[src/rtl/frame_pixel_counter.sv]
// frame_pixel_counter: counts pixels at or below a luma threshold per frame and publishes the count at frame end
//
// Ports:
//   clk, rst     - rising-edge clock, asynchronous active-high reset
//   frame_start  - strobe in the cycle before a frame's first pixel
//   frame_end    - strobe coincident with or after the last pixel
//   pix_valid    - pix_data is valid this cycle
//   pix_data     - unsigned luma sample
//   pix_num      - dark-pixel count of the last completed frame, held for the next frame
//   num_valid    - one-cycle pulse when pix_num updates
//   busy         - high while a frame is being counted
//   frame_err    - one-cycle pulse on a malformed frame; tied to 0 unless FRAME_CHECK_EN is defined
//
// Optional feature: define FRAME_CHECK_EN to compare the total pixel count
// against FRAME_PIXELS at frame end and to flag aborted frames.
module frame_pixel_counter #(
  parameter int BIT_WIDTH = 21,
  parameter int PIX_W = 8,
  parameter int PIX_TH = 64
`ifdef FRAME_CHECK_EN
  , parameter int FRAME_PIXELS = 2073600
`endif
) (
  input  logic                 clk,
  input  logic                 rst,
  input  logic                 frame_start,
  input  logic                 frame_end,
  input  logic                 pix_valid,
  input  logic [PIX_W-1:0]     pix_data,
  output logic [BIT_WIDTH-1:0] pix_num,
  output logic                 num_valid,
  output logic                 busy,
  output logic                 frame_err
);
  localparam logic [PIX_W-1:0] TH = PIX_W'(PIX_TH);
  typedef enum logic [1:0] {IDLE, COUNT, DONE} state_t;
  state_t state, state_nxt;
  logic [BIT_WIDTH-1:0] dcnt;
  logic count_en, publish;
  always_ff @(posedge clk or posedge rst) begin
    if (rst) state <= IDLE;
    else state <= state_nxt;
  end
  // frame_start wins over everything, including a coincident frame_end
  always_comb begin
    state_nxt = frame_start ? COUNT :
                (state == COUNT && frame_end) ? DONE :
                (state == COUNT) ? COUNT : IDLE;
  end
  // a pixel on the frame_start cycle belongs to no frame and is dropped
  always_comb begin
    busy = state == COUNT;
    count_en = state == COUNT && pix_valid && !frame_start;
    publish = state == DONE;
  end
  always_ff @(posedge clk or posedge rst) begin
    if (rst) dcnt <= '0;
    else if (frame_start) dcnt <= '0;
    else if (count_en && pix_data <= TH && dcnt != '1) dcnt <= dcnt + 1'b1;
  end
  always_ff @(posedge clk or posedge rst) begin
    if (rst) begin
      pix_num <= '0;
      num_valid <= 1'b0;
    end else begin
      num_valid <= publish;
      if (publish) pix_num <= dcnt;
    end
  end
`ifdef FRAME_CHECK_EN
  logic [BIT_WIDTH-1:0] tcnt;
  always_ff @(posedge clk or posedge rst) begin
    if (rst) tcnt <= '0;
    else if (frame_start) tcnt <= '0;
    else if (count_en && tcnt != '1) tcnt <= tcnt + 1'b1;
  end
  // error rises with num_valid on a length mismatch, or one cycle after an abort
  always_ff @(posedge clk or posedge rst) begin
    if (rst) frame_err <= 1'b0;
    else frame_err <= (state == COUNT && frame_start) || (publish && int'(tcnt) != FRAME_PIXELS);
  end
`else
  assign frame_err = 1'b0;
`endif
endmodule

[config.mk]
export PLATFORM = sky130hd
export DESIGN_NAME = frame_pixel_counter
export DESIGN_NICKNAME = d
export VERILOG_FILES = /design/src/rtl/frame_pixel_counter.sv
export SDC_FILE = /design/constraint.sdc
export NUM_CORES = 1
export LEC_CHECK = 0
export ABC_CLOCK_PERIOD_IN_PS = 4600
export CAP_MARGIN = 20
export CORE_AREA = 2 2 65 67
export DETAILED_ROUTE_END_ITERATION = 12
export DIE_AREA = 0 0 67 69
export PLACE_DENSITY = 0.94
export SYNTH_ARGS = -nofsm -noshare
export SYNTH_HDL_FRONTEND = slang
export SYNTH_SLANG_ARGS = --single-unit
[constraint.sdc]
create_clock -name clk -period 4.6 [get_ports clk]
set_input_delay 0.46 -clock clk [delete_from_list [all_inputs] [get_ports clk]]
set_output_delay 0.46 -clock clk [all_outputs]
set_load 0.02 [all_outputs]
==> impl_results.md <==
* TritonCTS clock tree: done
* First-pass GRT wire length at 6730 microns
* Busiest grt layer: met2
* Number of resized instances in the post-cts repair step at 0
* Number of sinks on the clock net at 45
* Number of remaining DRC errors at 0
* Routed via count at 1,609
* Final RePlAce weighted congestion at 0.817
* Via count of the first global-routing pass at 1,455
* Synth Register Bits at 45
* Hold violation count in the final report at 0
* Distinct cells, synth at 39
* GRT met3 Usage at 0.0538
* Die Area at 4620 sq um
* Remaining antenna violation count at 0
* Result of the run: finished clean
* Clock Root Buffer: sky130_fd_sc_hd__clkbuf_8
* Row count at 23
* Synth area leaders: sky130_fd_sc_hd__dfrtp_1 53%, sky130_fd_sc_hd__mux2_2 12%, sky130_fd_sc_hd__or4_1 3.6%
* Critical Path Start: pix_valid
* Number of nets produced by synthesis at 199
* Pre-antenna DRT Iters at 4
* Routed vias/inst at 5.92
* Net switching share of the total power at 0.217
* Die Ht at 69 microns
* Type of the setup path with the least slack: in2reg
* Bufs on Longest Clock Path at 2
* Number of buffers inserted for hold repair after clock tree synthesis at 0
* DIE WIDTH at 67 microns
* Final period utilization at 0.599
* Overflow after GRT at 0
* Share of cells above drive strength 1 at 0.176
* Power spent charging and discharging nets at 0.153 mW
* CP Max Fanout at 11
* NumNets Final at 235
* CTS HTree Levels at 2
* Cell type with the highest aggregate area in the netlist: sky130_fd_sc_hd__dfrtp_1
* Final min period at 2.75 ns
* Setup violation total in the final timing report at 0
* Seq pwr share at 0.566
* Data required time at the worst endpoint at 4.81 ns
* Met1 Resource Use GR at 0.256
* Initial core utilization at 0.540
* Post-CTS setup-driven buffer insertion count at 0
* Worst Path Arrival at 2.96 ns
* Max-slew headroom at 0.349
* Cell Int Power at 0.553 mW
* Yosys warning count at 0
* Synth Area per Inst at 11.4 sq um
* Number of max-cap violations at 0
* Fmax at 363 MHz
* Total CTS buffers at 5
* Type of destination of the critical path: flip-flop
* Routed wire per std cell at 14.8 microns
* Leakage at 1.12 nW
* Worst Clk Skew at 0.00600 ns
* Grt met2 use at 0.285
* Summed instance area of the synthesized netlist at 2110 sq um
* Clk pwr share at 0.372
* Worst Hold Class: reg2reg
* I/O pin cnt at 37
* Fin Setup TNS at 0 ns
* P&R area growth vs syn at 23.6%
* Unrepaired setup endpoints after global routing: false
* Fin. max-slew vios at 0
* HPWL Detailed at 2770 microns
* Number of DRC markers after the initial detailed-route iteration at 95
* Placeable core area at 3910 sq um
* Antenna fix cells at 0
* Number of input and output port buffers inserted at 35
* Clock slew at the register clock pins of the worst setup and hold paths at 0.08 ns
* Launch instance of the worst register-to-register path: state[1]
* Critical path launch point type: primary input
* Top cell type's share of synthesized area at 0.533
* Syn Inst Count at 185
* Fraction of the yosys area taken by sequential cells at 0.533
* Total Routing Usage GR at 0.190
* Proportion of power drawn by combinational gates at 0.062
* Antenna violations before repair at 0
* Overall power consumption at 0.706 mW
* Pin count of the biggest net entering global routing at 46
* HP Start: pix_num[18]
* Clk Latency, worst-skew pair at 0.30 ns
* Worst VDD drop at 0.221 mV
* Final wirelength at 4040 microns
* Worst-Margin Slew at 0.973 ns
* Power density of the placed cells at 270 nW/um^2
==> cells in the mapped netlist <==
| cell | n |
|---|---|
| sky130_fd_sc_hd__nor2_1 | 13 |
| sky130_fd_sc_hd__o31ai_4 | 1 |
| sky130_fd_sc_hd__dfrtp_1 | 45 |
| sky130_fd_sc_hd__buf_4 | 1 |
| sky130_fd_sc_hd__nand2_1 | 10 |
| sky130_fd_sc_hd__conb_1 | 1 |
| sky130_fd_sc_hd__a2111o_1 | 1 |
| sky130_fd_sc_hd__nand2b_1 | 2 |
| sky130_fd_sc_hd__o2111ai_1 | 1 |
| sky130_fd_sc_hd__nor4bb_1 | 1 |
| sky130_fd_sc_hd__a21oi_1 | 7 |
| sky130_fd_sc_hd__or4_1 | 10 |
| sky130_fd_sc_hd__and2_1 | 2 |
| sky130_fd_sc_hd__nor4_2 | 1 |
| sky130_fd_sc_hd__nand4_1 | 8 |
| sky130_fd_sc_hd__xnor2_1 | 4 |
| sky130_fd_sc_hd__nand3_1 | 6 |
| sky130_fd_sc_hd__mux2_2 | 23 |
| sky130_fd_sc_hd__xor2_1 | 2 |
| sky130_fd_sc_hd__or2_2 | 2 |
| sky130_fd_sc_hd__buf_2 | 2 |
| sky130_fd_sc_hd__inv_1 | 4 |
| sky130_fd_sc_hd__o31a_1 | 1 |
| sky130_fd_sc_hd__nor2b_1 | 6 |
| sky130_fd_sc_hd__nor4_1 | 1 |
| sky130_fd_sc_hd__clkbuf_1 | 4 |
| sky130_fd_sc_hd__or4_4 | 1 |
| sky130_fd_sc_hd__o21ai_0 | 4 |
| sky130_fd_sc_hd__o21bai_1 | 1 |
| sky130_fd_sc_hd__mux2i_1 | 2 |
| sky130_fd_sc_hd__and3_1 | 3 |
| sky130_fd_sc_hd__nor3b_1 | 1 |
| sky130_fd_sc_hd__o211a_1 | 1 |
| sky130_fd_sc_hd__o31ai_1 | 6 |
| sky130_fd_sc_hd__or3_1 | 1 |
| sky130_fd_sc_hd__buf_1 | 1 |
| sky130_fd_sc_hd__a31oi_1 | 1 |
| sky130_fd_sc_hd__ha_1 | 1 |
| sky130_fd_sc_hd__a2111oi_0 | 3 |
==> per-layer routing <==
layer	wire length, microns	vias up
met5	0	-
met4	78	0
met3	198	9
met2	1960	41
met1	1800	803
li1	-	756
==> layout by cell type (no fill, tap or decap), types with 2 or more instances in the layout <==
master | Yosys | layout
sky130_fd_sc_hd__dfrtp_1 | 45 | 45
sky130_fd_sc_hd__clkdlybuf4s50_1 | 0 | 35
sky130_fd_sc_hd__mux2_2 | 23 | 23
sky130_fd_sc_hd__nor2_1 | 13 | 13
sky130_fd_sc_hd__nand2_1 | 10 | 10
sky130_fd_sc_hd__or4_1 | 10 | 10
sky130_fd_sc_hd__nand4_1 | 8 | 8
sky130_fd_sc_hd__a21oi_1 | 7 | 7
sky130_fd_sc_hd__clkbuf_8 | 0 | 7
sky130_fd_sc_hd__nand3_1 | 6 | 6
sky130_fd_sc_hd__o31ai_1 | 6 | 6
sky130_fd_sc_hd__nor2b_1 | 6 | 5
sky130_fd_sc_hd__o21ai_0 | 4 | 4
sky130_fd_sc_hd__xnor2_1 | 4 | 4
sky130_fd_sc_hd__and3_1 | 3 | 3
sky130_fd_sc_hd__inv_1 | 4 | 3
sky130_fd_sc_hd__a2111oi_0 | 3 | 3
sky130_fd_sc_hd__and2_1 | 2 | 2
sky130_fd_sc_hd__or2_2 | 2 | 2
sky130_fd_sc_hd__nand2b_1 | 2 | 2
sky130_fd_sc_hd__mux2i_1 | 2 | 2
sky130_fd_sc_hd__xor2_1 | 2 | 2
==> flip-flops by register name, summed over array words and instances (netlist names) <==
register / cells
num_valid: 1
state: 2
dcnt: 21
pix_num: 21
==> path summary, 6_finish.rpt <==
kind	depth (start not counted)	slack (ns)	end
max	5	1.85	dcnt[12]
min	1	0.51	pix_num[18]
max reg2reg	4	2.06	dcnt[12]
min reg2reg	1	0.51	pix_num[18]
max in group asynchronous	3	3.62	dcnt[13]
min in group asynchronous	3	0.61	pix_num[1]
==> cells by family after synthesis <==
logic type               after synthesis  synth area share
AO/OA/AOI/OAI                         27            0.0947
buffers and inverters                 12            0.0243
flip-flops                            45             0.533
adder cells (fa/ha/maj)                1           0.00592
other                                  1           0.00177
multiplexers                          25             0.132
AND/OR/NAND/NOR                       68             0.184
XOR/XNOR                               6            0.0249
==> worst max-delay path: stages <==
cell	delay [ns]
sky130_fd_sc_hd__clkdlybuf4s50_1	0.45
sky130_fd_sc_hd__nor4bb_1	0.79
sky130_fd_sc_hd__nand4_1	0.51
sky130_fd_sc_hd__or4_1	0.60
sky130_fd_sc_hd__a21oi_1	0.15
==> area by class of cell <==
cell class                 count  area (sq um)
multi-input combinational    128           940
fill                         301          1300
sequential                    45          1130
timing repair buffer          37           369
tap                           50          62.6
clock inverter                 1          5.00
inverter                       4          15.0
clock buffer                   7          96.3
==> power by group through the flow <==
stage	sequential [mW]	combinational, mW	clock (mW)
CTS	0.400	0.0440	0.272
finish	0.400	0.0438	0.263
detailed placement	0.408	0.0441	0
global route	0.400	0.0493	0.287
global placement	0.408	0.0428	0
floorplan	0.409	0.0227	0
==> through the flow <==
step | hold WS (ns) | area, sq um | setup slack (ns) | instances | util
CTS | 0.515 | 2600 | 1.90 | 271 | 0.665
global route | 0.529 | 2610 | 1.63 | 272 | 0.668
global placement | 0.489 | 2500 | 1.73 | 263 | 0.639
detailed placement | 0.498 | 2500 | 1.60 | 263 | 0.639
finish | 0.510 | 2610 | 1.85 | 272 | 0.668
floorplan | 0.493 | 2110 | 2.35 | 185 | -
Power figures use the tool's default switching activity.
